<file path="src/rtl/csub_pipe_pkg.sv">
// Shared definitions for the pipelined conditional-sum subtractor:
// default width, status-flag bit positions and the signed-overflow helper.
package csub_pipe_pkg;

   localparam int WIDTH_DEF = 16;

   localparam int FLAG_BOUT = 0;
   localparam int FLAG_OVF  = 1;
   localparam int FLAG_ZERO = 2;
   localparam int FLAG_W    = 3;

   // Overflow needs operands of opposite sign and a result whose sign left the minuend's.
   function automatic logic sub_ovf(input logic a_msb, input logic b_msb, input logic d_msb);
      return (a_msb ^ b_msb) & (d_msb ^ a_msb);
   endfunction

endpackage

</file>
<file path="src/rtl/csub_pipe_if.sv">
// Operand/result handshake bundle for csub_pipe; the master issues operands and consumes results.
interface csub_pipe_if import csub_pipe_pkg::*; #(parameter int WIDTH = WIDTH_DEF) ();

   logic             in_valid;
   logic             in_ready;
   logic [WIDTH-1:0] a;
   logic [WIDTH-1:0] b;
   logic             bin;
   logic             out_valid;
   logic             out_ready;
   logic [WIDTH-1:0] diff;
   logic             bout;
   logic             ovf;
   logic             zero;

   modport master (
      output in_valid, a, b, bin, out_ready,
      input  in_ready, out_valid, diff, bout, ovf, zero
   );

   modport slave (
      input  in_valid, a, b, bin, out_ready,
      output in_ready, out_valid, diff, bout, ovf, zero
   );

endinterface

</file>
<file path="src/rtl/csub_half.sv">
// Half-width conditional difference: x - y under an assumed borrow-in of 0 and of 1,
// each with its own borrow-out.
module csub_half import csub_pipe_pkg::*; #(
   parameter int HALF = 8
) (
   input  logic [HALF-1:0] x,
   input  logic [HALF-1:0] y,
   output logic [HALF-1:0] d0,
   output logic            b0,
   output logic [HALF-1:0] d1,
   output logic            b1
);

   localparam logic [HALF:0] ONE = {{HALF{1'b0}}, 1'b1};

   assign {b0, d0} = {1'b0, x} - {1'b0, y};
   assign {b1, d1} = {1'b0, x} - {1'b0, y} - ONE;

endmodule

</file>
<file path="src/rtl/csub_pipe.sv">
// Two-stage pipelined conditional-sum subtractor: stage 1 holds the low half and both speculative
// upper halves, stage 2 selects by the low borrow and registers diff with its flags.
module csub_pipe import csub_pipe_pkg::*; #(
   parameter int WIDTH = WIDTH_DEF
) (
   input  logic        clk,
   input  logic        rst_n,
   csub_pipe_if.slave  bus
);

   localparam int HALF = WIDTH / 2;

   logic [HALF-1:0]  lo_d0_s, lo_d1_s, hi_d0_s, hi_d1_s;
   logic             lo_b0_s, lo_b1_s, hi_b0_s, hi_b1_s;
   logic             adv_s, in_fire_s, s2_load_s;
   logic [HALF-1:0]  lo_sel_s, hi_sel_s;
   logic             lo_bsel_s, hi_bsel_s;
   logic [WIDTH-1:0] diff_s;
   logic [FLAG_W-1:0] flags_s;

   logic             s1_valid_r;
   logic [HALF-1:0]  lo_r, hi0_r, hi1_r;
   logic             lo_b_r, hb0_r, hb1_r, a_msb_r, b_msb_r;
   logic             out_valid_r;
   logic [WIDTH-1:0] diff_r;
   logic [FLAG_W-1:0] flags_r;

   csub_half #(.HALF(HALF)) u_lo (
      .x(bus.a[HALF-1:0]), .y(bus.b[HALF-1:0]),
      .d0(lo_d0_s), .b0(lo_b0_s), .d1(lo_d1_s), .b1(lo_b1_s)
   );

   csub_half #(.HALF(HALF)) u_hi (
      .x(bus.a[WIDTH-1:HALF]), .y(bus.b[WIDTH-1:HALF]),
      .d0(hi_d0_s), .b0(hi_b0_s), .d1(hi_d1_s), .b1(hi_b1_s)
   );

   assign adv_s        = !out_valid_r || bus.out_ready;
   assign bus.in_ready = !s1_valid_r || adv_s;
   assign in_fire_s    = bus.in_valid && bus.in_ready;
   assign s2_load_s    = s1_valid_r && adv_s;

   // Low-half result chosen by the real borrow-in; final upper half chosen by the low borrow.
   always_comb begin
      lo_sel_s  = lo_d0_s;
      lo_bsel_s = lo_b0_s;
      hi_sel_s  = hi0_r;
      hi_bsel_s = hb0_r;
      if (bus.bin) begin
         lo_sel_s  = lo_d1_s;
         lo_bsel_s = lo_b1_s;
      end else begin
         lo_sel_s  = lo_d0_s;
         lo_bsel_s = lo_b0_s;
      end
      if (lo_b_r) begin
         hi_sel_s  = hi1_r;
         hi_bsel_s = hb1_r;
      end else begin
         hi_sel_s  = hi0_r;
         hi_bsel_s = hb0_r;
      end
      diff_s             = {hi_sel_s, lo_r};
      flags_s            = {FLAG_W{1'b0}};
      flags_s[FLAG_BOUT] = hi_bsel_s;
      flags_s[FLAG_OVF]  = sub_ovf(a_msb_r, b_msb_r, diff_s[WIDTH-1]);
      flags_s[FLAG_ZERO] = (diff_s == {WIDTH{1'b0}});
   end

   // Stage 1: capture low half and both upper candidates on input transfer.
   always_ff @(posedge clk or negedge rst_n) begin
      if (!rst_n) begin
         s1_valid_r <= 1'b0;
         lo_r       <= {HALF{1'b0}};
         lo_b_r     <= 1'b0;
         hi0_r      <= {HALF{1'b0}};
         hb0_r      <= 1'b0;
         hi1_r      <= {HALF{1'b0}};
         hb1_r      <= 1'b0;
         a_msb_r    <= 1'b0;
         b_msb_r    <= 1'b0;
      end else if (in_fire_s) begin
         s1_valid_r <= 1'b1;
         lo_r       <= lo_sel_s;
         lo_b_r     <= lo_bsel_s;
         hi0_r      <= hi_d0_s;
         hb0_r      <= hi_b0_s;
         hi1_r      <= hi_d1_s;
         hb1_r      <= hi_b1_s;
         a_msb_r    <= bus.a[WIDTH-1];
         b_msb_r    <= bus.b[WIDTH-1];
      end else if (adv_s) begin
         s1_valid_r <= 1'b0;
      end
   end

   // Stage 2: register the selected difference and flags; hold while stalled.
   always_ff @(posedge clk or negedge rst_n) begin
      if (!rst_n) begin
         out_valid_r <= 1'b0;
         diff_r      <= {WIDTH{1'b0}};
         flags_r     <= {FLAG_W{1'b0}};
      end else if (s2_load_s) begin
         out_valid_r <= 1'b1;
         diff_r      <= diff_s;
         flags_r     <= flags_s;
      end else if (adv_s) begin
         out_valid_r <= 1'b0;
      end
   end

   assign bus.out_valid = out_valid_r;
   assign bus.diff      = diff_r;
   assign bus.bout      = flags_r[FLAG_BOUT];
   assign bus.ovf       = flags_r[FLAG_OVF];
   assign bus.zero      = flags_r[FLAG_ZERO];

endmodule

</file>
<file path="src/flat_wrapper.sv">
// flat-port wrapper written by rule: the top's interface ports become plain ports
module csub_pipe_flat import csub_pipe_pkg::*;
#(
   parameter int WIDTH = WIDTH_DEF
)
  (clk, rst_n, bus_in_valid, bus_a, bus_b, bus_bin, bus_out_ready, bus_in_ready, bus_out_valid, bus_diff, bus_bout, bus_ovf, bus_zero);
  csub_pipe_if #(.WIDTH(WIDTH)) bus_i ();
  input  logic clk;
  input  logic rst_n;
  input wire logic [$bits(bus_i.in_valid)-1:0] bus_in_valid;
  input wire logic [$bits(bus_i.a)-1:0] bus_a;
  input wire logic [$bits(bus_i.b)-1:0] bus_b;
  input wire logic [$bits(bus_i.bin)-1:0] bus_bin;
  input wire logic [$bits(bus_i.out_ready)-1:0] bus_out_ready;
  output wire logic [$bits(bus_i.in_ready)-1:0] bus_in_ready;
  output wire logic [$bits(bus_i.out_valid)-1:0] bus_out_valid;
  output wire logic [$bits(bus_i.diff)-1:0] bus_diff;
  output wire logic [$bits(bus_i.bout)-1:0] bus_bout;
  output wire logic [$bits(bus_i.ovf)-1:0] bus_ovf;
  output wire logic [$bits(bus_i.zero)-1:0] bus_zero;
  assign bus_i.in_valid = bus_in_valid;
  assign bus_i.a = bus_a;
  assign bus_i.b = bus_b;
  assign bus_i.bin = bus_bin;
  assign bus_i.out_ready = bus_out_ready;
  assign bus_in_ready = bus_i.in_ready;
  assign bus_out_valid = bus_i.out_valid;
  assign bus_diff = bus_i.diff;
  assign bus_bout = bus_i.bout;
  assign bus_ovf = bus_i.ovf;
  assign bus_zero = bus_i.zero;
  csub_pipe #(.WIDTH(WIDTH)) u_core (.clk(clk), .rst_n(rst_n), .bus(bus_i));
endmodule
</file>
<file path="config.mk">
export PLATFORM = sky130hd
export DESIGN_NAME = csub_pipe_flat
export DESIGN_NICKNAME = d
export VERILOG_FILES = /design/src/rtl/csub_pipe_pkg.sv /design/src/rtl/csub_pipe_if.sv /design/src/rtl/csub_half.sv /design/src/rtl/csub_pipe.sv /design/src/flat_wrapper.sv
export SDC_FILE = /design/constraint.sdc
export NUM_CORES = 1
export LEC_CHECK = 0
export ABC_CLOCK_PERIOD_IN_PS = 1700
export CORE_UTILIZATION = 48
export DETAILED_ROUTE_END_ITERATION = 12
export GPL_TIMING_DRIVEN = 0
export PLACE_DENSITY_LB_ADDON = 0.15
export SYNTH_ARGS = -nofsm -noshare
export SYNTH_HDL_FRONTEND = slang
export SYNTH_SLANG_ARGS = --single-unit
</file>
<file path="constraint.sdc">
create_clock -name clk -period 1.7 [get_ports clk]
set_clock_uncertainty 0.1 [all_clocks]
set_input_delay 0.34 -clock clk [delete_from_list [all_inputs] [get_ports clk]]
set_output_delay 0.34 -clock clk [all_outputs]
set_load 0.02 [all_outputs]
</file>
==> flow_summary.toml, run 1 <==
[outcome]
status = "finished, violations left"
violations = "setup timing"

[timing]
maxSlewHeadroom_pct = 62.21
finalCriticalPeriod_ps = 2509
setup_violations = 17
worst_pin_slew_ps = 566.9
rsz0062_at_grt = "yes"
hold_viol = 0
drv_slew = 0
fmax_ghz = 0.3986
post-route-period-util_pct = 147.6
fin_ws_ps = -808.8

[grt]
antenna_found_initial = 0
grt_max_degree = 27
grt_pass1_wl_um = 12200
grt_pass1_vias = 2613
grt-ovfl-total = 0
track_usage_pct = 23.53

[route]
drt_iter0_markers = 193
vias = 2909
first_pass_iters = 5
drt-total-wl_um = 9292
avgViaCountPerCell = 5.616
drc = 0
wl_per_cell_um = 17.94
drtAntennaViolNets = 0

[critical_path]
r2r_slack_ps = 40
critPathLaunchType = "primary input"
cp.required_ps = 1790
setup.worst_path.class = "primary input to register"
rr_startpoint = "u_core.hi1_r[5]$_DFFE_PN0P_"
r2r-end = "u_core.flags_r[2]$_DFFE_PN0P_"
critPathArrivalTime_ps = 2600
critPathMaxFanout = 4
reg2regPathDepth = 4
end_kind = "register"

[pwr]
fin_total_pwr_mw = 4.695
vdd_drop_max_mv = 0.8895
p_per_area_nw_per_um2 = 927.8
p_leak_nw = 2.317

[worst_hold_path]
hold_path.class = "primary input to register"
hold_end = "u_core.hi0_r[0]$_DFFE_PN0P_"
hold_depth = 3
min_from = "bus_b[8]"

[yosys]
ys_types = 54
synth.area.top_cells = "dfrtp_1 40%, ha_1 7.6%, mux2_2 6.1%"
yosysWarnings = 0
synth_edf_count = 0
synth.most_common_cell = "dfrtp_1"
syn_area_per_cell_um2 = 9.658
syn_inst = 324
async_reset_ff_share_pct = 100.0
mappedNetlistNets = 381
synthDominantCellAreaShare_pct = 39.98
synth-seq-cells = 50
ys_seq_area_share_pct = 39.98
synth-main-ff-cell = "dfrtp_1"
synth_common_cells = "50 x dfrtp_1, 43 x nand2_1, 28 x o21ai_0, 20 x inv_1, 19 x ha_1"
synth_largest_area_cell = "dfrtp_1"
synth_area_um2 = 3129

[clocking]
numClockSinks = 50
clkSlewWorstSetupHoldPaths_ps = 90
cts_tree = "yes"
clock_path_buffers = 2
htreeDepth = 2
insertion_delay_ps = 300
root_buffer = "clkbuf_8"
cts_buffers = 5

[cells_and_area]
diodes = 0
syn_to_final_growth_pct = 61.70
fillers = 375
fin_nets = 497
final_cells = 518
layout-drive-gt1-share_pct = 46.49

[placement]
place_inst = 459
port-buffer-count = 57
pre_cts_ws_ps = -1706
dp_hpwl_um = 4730
gp_congestion = 0.7784

[floorplanning]
dieWidth_um = 82.74
initial_utilization_pct = 49.56
coreArea_um2 = 6314
pin_count = 58
fp-row-count = 29
die_area_um2 = 6846
die-height_um = 82.74

[job]
maxCapViolations = 0
[power by group]
| group | internal (mW) | switching (mW) | total (mW) | leakage, nW |
|---|---|---|---|---|
| sequential | 1.50 | 0.216 | 1.71 | 0.608 |
| combinational | 1.08 | 1.09 | 2.17 | 1.65 |
| clock | 0.433 | 0.376 | 0.809 | 0.0579 |
[sequential cells by signal, indices dropped and copies added, names as in the netlist]
register	count
u_core.hb1_r	1
u_core.lo_b_r	1
u_core.bus.diff	16
u_core.hb0_r	1
u_core.lo_r	8
u_core.a_msb_r	1
u_core.s1_valid_r	1
u_core.b_msb_r	1
u_core.flags_r	3
u_core.bus.out_valid	1
u_core.hi0_r	8
u_core.hi1_r	8
[area by class of cell]
| cell class | count | area [um2] | share of cell area, % |
|---|---|---|---|
| tap | 77 | 96.34 | 1.904 |
| sequential | 50 | 1251 | 24.73 |
| multi-input combinational | 240 | 2426 | 47.95 |
| timing repair buffer | 111 | 1010 | 19.96 |
| clock buffer | 5 | 68.82 | 1.360 |
| clock inverter | 3 | 40.04 | 0.7913 |
| buffer | 12 | 77.57 | 1.533 |
| inverter | 20 | 90.09 | 1.780 |
[kinds of logic (layout without fill, tap and decap cells)]
kind of cell               Yosys count  in the layout  share of synthesized area [%]
adders and majority gates           20             20                          8.237
xor gates and xnor gates            26             26                          7.517
AOI/OAI and AO/OA                   66             66                          13.87
buffers and inverters               34            151                          5.038
DFF                                 50             50                          39.98
muxes                               26             26                          8.996
and+or+nand+nor                    102            102                          16.35
[through the flow]
step | util (%) | hold slack [ps] | setup TNS [ps] | cell area (um2)
after detailed placement | 62.31 | 265.6 | -27980 | 3934
final | 80.14 | 311.3 | -6275 | 5060
after floorplan | - | -55.59 | -6811 | 3252
after global placement | 62.07 | 363.2 | -85720 | 3919
after global routing | 80.14 | 322.8 | -7371 | 5060
after CTS | 74.24 | 311.7 | -4385 | 4687
[what timing repair did]
action | CTS | global route
pin swaps | 59 | 40
buffers inserted | 39 | 14
setup endpoints to repair | 47 | 38
hold endpoints to repair | 24 | 0
hold buffers | 1 | 0
resized for setup | 178 | 71
[cell usage in the layout, fill, tap and decap left out, types with 4 or more instances in the layout]
cell type and count:
a21oi_1 4, buf_2 10, buf_4 46, buf_6 15
clkbuf_2 6, clkbuf_8 6, clkdlybuf4s50_1 6, dfrtp_1 50
dlygate4sd2_1 14, dlymetal6s2s_1 15, ha_4 17, inv_1 4
inv_2 12, mux2_2 15, mux2i_1 9, nand2_1 39
nand2_2 4, nand2b_1 5, nor2_1 8, nor2_4 4
o21ai_0 20, o21ai_1 13, or4_4 4, xnor2_1 4
xnor2_2 6, xor2_1 9
[worst max path at each step]
stage / from / to / slack (ps)
2_1_floorplan: bus_a[8] / u_core.hb1_r$_DFFE_PN0P_ / -910
3_5_place_dp: bus_a[8] / u_core.hb1_r$_DFFE_PN0P_ / -1710
6_report: bus_a[8] / u_core.hb1_r$_DFFE_PN0P_ / -810
5_1_grt: bus_a[8] / u_core.hb1_r$_DFFE_PN0P_ / -910
3_3_place_gp: bus_a[8] / u_core.hb1_r$_DFFE_PN0P_ / -1650
4_1_cts: bus_a[8] / u_core.hb1_r$_DFFE_PN0P_ / -780
[worst max-delay path, stage by stage]
cell,delay (ps)
buf_8,80
inv_8,30
ha_4,150
fa_2,570
ha_4,170
nor4bb_4,180
and3_4,210
nor3_2,50
or2_4,270
a2111oi_4,220
xor2_1,220
o21ai_1,90
[per-layer routing]
| layer | vias up | track usage, % | share of wire, % |
|---|---|---|---|
| met5 | - | 0 | 0 |
| met4 | 0 | 9.483 | 4.3 |
| met3 | 32 | 3.516 | 4.5 |
| met2 | 107 | 40.82 | 50 |
| met1 | 1402 | 29.11 | 41 |
| li1 | 1368 | - | - |
(Power assumes the default switching activity.)
==> inputs of run 2 (changes only) <==
==> constraint.sdc (replaced) <==
create_clock -name clk -period 1.7 [get_ports clk]
set_clock_uncertainty 0.1 [all_clocks]
set_input_delay 0.255 -clock clk [delete_from_list [all_inputs] [get_ports clk]]
set_output_delay 0.255 -clock clk [all_outputs]
set_load 0.02 [all_outputs]
==> run 2 against run 1 <==
Worst hold slack got worse by 69 ps. Critical path type unchanged. The run still ends with setup timing left. Critical path depth increased by 1. Sequential power about the same.
==> flow_summary.toml, run 2 (synthesis gave the netlist of run 1 again) <==
[outcome]
status = "finished, violations left"
violations = "setup timing"

[pwr]
fin_total_pwr_mw = 4.519
p_sw_mw = 1.610
p_leak_nw = 2.067
p_sw_share_pct = 35.64
combPwrFrac_pct = 46.8
p_per_area_nw_per_um2 = 932.0
power_frac_seq_pct = 37.9
vdd_drop_max_mv = 0.7085
internal-power_mw = 2.908
clock_power_share_pct = 15.4

[critical_path]
worst-path-buf-inv = 3
critPathArrivalTime_ps = 2470
cp_top_family = "simple AND/OR/NAND/NOR gates"
path_cells = "buf_8, inv_8, ha_4, fa_2, ha_4, nor4bb_1, and3_1, nor3_2, or2_4, buf_4, nor2_4, xnor2_2, o21ai_1"
setup.worst_path.class = "primary input to register"
crit_top_cell = "ha_4"
r2r_slack_ps = 40
critPathLaunchType = "primary input"
slowest_delay_ps = 560
worst_path_max_delay_cell = "fa_2"
end_kind = "register"
critPathMaxFanout = 4
cp.required_ps = 1780

[placement]
port-buffer-count = 57
dp_hpwl_um = 4664
gp_congestion = 0.7793
place_area_um2 = 3934

[timing]
hold_viol = 0
setup_violations = 14
fmax_ghz = 0.4175
maxSlewHeadroom_pct = 60.11
setup-tns-final_ps = -4711
post-route-period-util_pct = 140.9
worst_pin_slew_ps = 595.5
fin_ws_ps = -695.2
rsz0062_at_grt = "yes"
finalCriticalPeriod_ps = 2395
drv_slew = 0

[grt]
grt_pass1_wl_um = 12090
grt_max_degree = 28
grt-ovfl-total = 0
antenna_found_initial = 0
grt_pass1_vias = 2595
track_usage_pct = 23.16

[clocking]
cts_buffers = 5
numClockSinks = 50
insertion_delay_ps = 300
clock_path_buffers = 2
clkSlewWorstSetupHoldPaths_ps = 90
htreeDepth = 2
root_buffer = "clkbuf_8"
cts_tree = "yes"

[cells_and_area]
largest_reg_flops = 16
final_common_cell = "dfrtp_1"
fin_nets = 489
syn_to_final_growth_pct = 54.94
layout-drive-gt1-share_pct = 40.18
diodes = 0
mostFrequentLayoutCells = "50 x dfrtp_1, 41 x nand2_1, 34 x buf_4"
design_area_um2 = 4848

[floorplanning]
pin_count = 58
dieWidth_um = 82.74
die-height_um = 82.74
die_area_um2 = 6846
initial_utilization_pct = 49.56
fp-row-count = 29
coreArea_um2 = 6314

[route]
drtAntennaViolNets = 0
drt-total-wl_um = 8619
drt_iter0_markers = 110
first_pass_iters = 5
drc = 0
avgViaCountPerCell = 5.510
wl_per_cell_um = 16.90
vias = 2810

[job]
maxCapViolations = 0

[worst_hold_path]
hold_path.class = "primary input to register"
==> run 2: power by group through the flow <==
stage	clock (mW)	combinational, mW	sequential, mW
finish	0.694	2.11	1.71
global route	0.755	2.28	1.75
CTS	0.702	1.90	1.70
detailed placement	0	1.58	1.72
global placement	0	1.54	1.71
floorplan	0	0.819	1.86
==> run 2: cell type report <==
class                      count  area (um2)
tap                           77       96.34
multi-input combinational    240        2290
timing repair buffer         103       959.7
buffer                        12       72.57
clock inverter                 1       5.005
inverter                      20       87.58
fill                         409        1465
sequential                    50        1251
clock buffer                   7       86.33
==> run 2: timing repair <==
action                                  in CTS  in global routing
endpoints found under the setup margin      27                 34
resized for setup                          127                 57
hold buffers                                 1                  0
setup buffers                               38                 11
pin swaps                                   49                 42
hold endpoints to repair                    23                  0
==> run 2: final timing paths <==
| kind | startpoint | end | depth (start not counted) |
|---|---|---|---|
| worst max-delay path | bus_a[8] | u_core.hi1_r[6]$_DFFE_PN0P_ | 13 |
| min in group asynchronous | rst_n | u_core.bus.diff[6]$_DFFE_PN0P_ | 2 |
| worst min-delay path | bus_b[8] | u_core.hi0_r[0]$_DFFE_PN0P_ | 3 |
| max in group asynchronous | rst_n | u_core.bus.diff[15]$_DFFE_PN0P_ | 3 |
| worst min register to register | u_core.bus.diff[14]$_DFFE_PN0P_ | u_core.bus.diff[14]$_DFFE_PN0P_ | 2 |
| worst max register to register | u_core.hi1_r[5]$_DFFE_PN0P_ | u_core.flags_r[2]$_DFFE_PN0P_ | 4 |
==> run 2: through the flow <==
stage / utilization (%) / hold slack [ps] / setup slack (ps) / std cells
2_1_floorplan: - / -140.6 / -828.0 / 324
3_3_place_gp: 62.07 / 363.9 / -1561 / 458
3_5_place_dp: 62.31 / 163.2 / -1623 / 459
4_1_cts: 73.38 / 226.3 / -692.8 / 503
5_1_grt: 76.79 / 250.2 / -774.6 / 510
6_report: 76.79 / 242.6 / -695.2 / 510
==> run 2: routing by layer <==
layer	share of wire [%]	global-route usage [%]
met1	42	29.97
met2	49	38.69
met3	4.9	3.956
met4	4.1	8.448
met5	0	0
==> run 2: worst min-delay path, stage by stage <==
cell     delay [ps]
buf_6            70
ha_4            160
o21ai_0         100
==> inputs of run 3 (changes only) <==
- GPL_TIMING_DRIVEN: 0 -> not set
==> run 3 against run 2 <==
The flow still finishes with violations (setup timing). Cell area up 7.2%. Worst hold slack got worse by 11 ps. Routed wire length increased by 4.0%. Register-to-register slack gained 30 ps. Core utilization increased by 5.5 points. Clock power rose by 17%. Clock-buffer cell count is the same. Power increased by 5.8%. Combinational power increased by 7%. Via count up 3.9%. Global-route usage is 0.43 points lower. Sequential share of layout area fell by 1.7 points.
==> flow_summary.toml, run 3 (synthesis gave the netlist of run 1 again) <==
[timing]
worst_pin_slew_ps = 460.0
maxSlewHeadroom_pct = 69.33
fmax_ghz = 0.4196
setup_violations = 16
fin_ws_ps = -683.3
drv_slew = 0
setup-tns-final_ps = -4587
hold_viol = 0
hold_slack_ps = 231.5
post-route-period-util_pct = 140.2
rsz0062_at_grt = "yes"
finalCriticalPeriod_ps = 2383

[critical_path]
critPathLaunchType = "primary input"
end_kind = "register"
path_cells = "buf_8, inv_8, ha_4, fa_2, ha_4, nor4bb_4, and3_4, nor3_2, or2_4, a2111oi_4, xor2_1, o21ai_1"
cp.required_ps = 1790
slowest_delay_ps = 560
critPathMaxFanout = 2
setup.worst_path.class = "primary input to register"
crit_top_cell = "ha_4"
crit_start = "bus_a[8]"
critPathArrivalTime_ps = 2480
worst_path_max_delay_cell = "fa_2"
rr_startpoint = "u_core.hi1_r[2]$_DFFE_PN0P_"
r2r_slack_ps = 70

[pwr]
combPwrFrac_pct = 47.2
p_leak_nw = 2.292
clock_power_share_pct = 17.0
power_frac_seq_pct = 35.8
fin_total_pwr_mw = 4.782
internal-power_mw = 3.138
p_per_area_nw_per_um2 = 920.3
p_sw_mw = 1.644
p_sw_share_pct = 34.38
vdd_drop_max_mv = 0.8501

[clocking]
root_buffer = "clkbuf_8"
cts_tree = "yes"
htreeDepth = 2
clkSlewWorstSetupHoldPaths_ps = 90
cts_buffers = 5
clock_path_buffers = 2
numClockSinks = 50
insertion_delay_ps = 300

[grt]
grt_max_degree = 33
grt_pass1_vias = 2678
antenna_found_initial = 0
track_usage_pct = 22.73
grt-ovfl-total = 0
grt_pass1_wl_um = 11960

[cells_and_area]
largest_reg_flops = 16
mostFrequentLayoutCells = "55 x buf_4, 50 x dfrtp_1, 40 x nand2_1"
final_common_cell = "buf_4"
fin_nets = 512
post-route-util_pct = 82.30
layout-drive-gt1-share_pct = 45.83
multiInputGateArea_um2 = 2359
syn_to_final_growth_pct = 66.05
seqCellArea_um2 = 1251
diodes = 0
fillers = 365

[floorplanning]
initial_utilization_pct = 49.56
die-height_um = 82.74
fp-row-count = 29
pin_count = 58
coreArea_um2 = 6314
die_area_um2 = 6846
dieWidth_um = 82.74

[route]
avgViaCountPerCell = 5.478
drc = 0
first_pass_iters = 4
drt-total-wl_um = 8964
wl_per_cell_um = 16.82
vias = 2920
drtAntennaViolNets = 0
drt_iter0_markers = 117

[worst_hold_path]
min_from = "bus_b[15]"
hold_path.class = "primary input to register"

[placement]
dp_hpwl_um = 5241
gp_congestion = 0.7859
pre_cts_ws_ps = -1483
port-buffer-count = 57

[outcome]
status = "finished, violations left"
violations = "setup timing"

[job]
maxCapViolations = 0
run 3: cell count changes in the layout (fill, tap and decap cells not counted), sizes merged, moves of 4 or more:
cell | before | now
buf | 58 | 89
clkbuf | 19 | 11
clkdlybuf4s15 | 8 | 1
clkdlybuf4s50 | 30 | 26
dlygate4sd2 | 3 | 8
dlymetal6s2s | 3 | 9
run 3: layout make-up:
| cell class | instances | share of cell area, % |
|---|---|---|
| multi-input combinational | 240 | 45.39 |
| timing repair buffer | 138 | 24.95 |
| sequential | 50 | 24.08 |
| tap | 77 | 1.854 |
| inverter | 20 | 1.686 |
| clock buffer | 7 | 1.469 |
| clock inverter | 1 | 0.5779 |
run 3: stage by stage:
stage,area [um2],instances
after floorplan,3252,324
after global placement,4309,501
after detailed placement,4309,501
after CTS,4863,526
after global routing,5196,533
final,5196,533
run 3: final timing paths:
| kind | depth (start not counted) | endpoint |
|---|---|---|
| max | 12 | u_core.hb1_r$_DFFE_PN0P_ |
| min | 3 | u_core.b_msb_r$_DFFE_PN0P_ |
| max reg2reg | 4 | u_core.flags_r[2]$_DFFE_PN0P_ |
| min reg2reg | 2 | u_core.bus.diff[12]$_DFFE_PN0P_ |
| max in group asynchronous | 3 | u_core.b_msb_r$_DFFE_PN0P_ |
| min in group asynchronous | 2 | u_core.bus.diff[1]$_DFFE_PN0P_ |
run 3: routing by layer:
metal  wire length (um)  global-route usage (%)  share of wire (%)  vias to the layer above
met4                259                   8.448                2.9                        0
met3                285                   2.747                3.2                       23
met2               4711                   38.28                 53                       90
li1                   -                       -                  -                     1391
met5                  0                       0                  0                        -
met1               3708                   29.74                 41                     1416
run 3: timing repair:
item / CTS / global route
hold buffers: 1 / 0
setup endpoints to repair: 24 / 20
buffers inserted: 16 / 8
gates resized for setup: 115 / 75
hold endpoints to repair: 18 / 0
pin swaps: 44 / 36
run 3: critical path, delay by kind of cell:
family | cells | cell delay [ps]
AOI/OAI and AO/OA | 2 | 310
and+or+nand+nor | 4 | 740
buffers and inverters | 2 | 110
xor gates and xnor gates | 1 | 200
adders and majority gates | 3 | 860
run 3: power groups by stage:
stage          Sequential (mW)  Combinational, mW  Clock [mW]
6_report                  1.71               2.26       0.812
5_1_grt                   1.76               2.44       0.873
4_1_cts                   1.71               2.00       0.819
3_5_place_dp              1.73               1.78           0
3_3_place_gp              1.71               1.73           0
2_1_floorplan             1.86              0.819           0
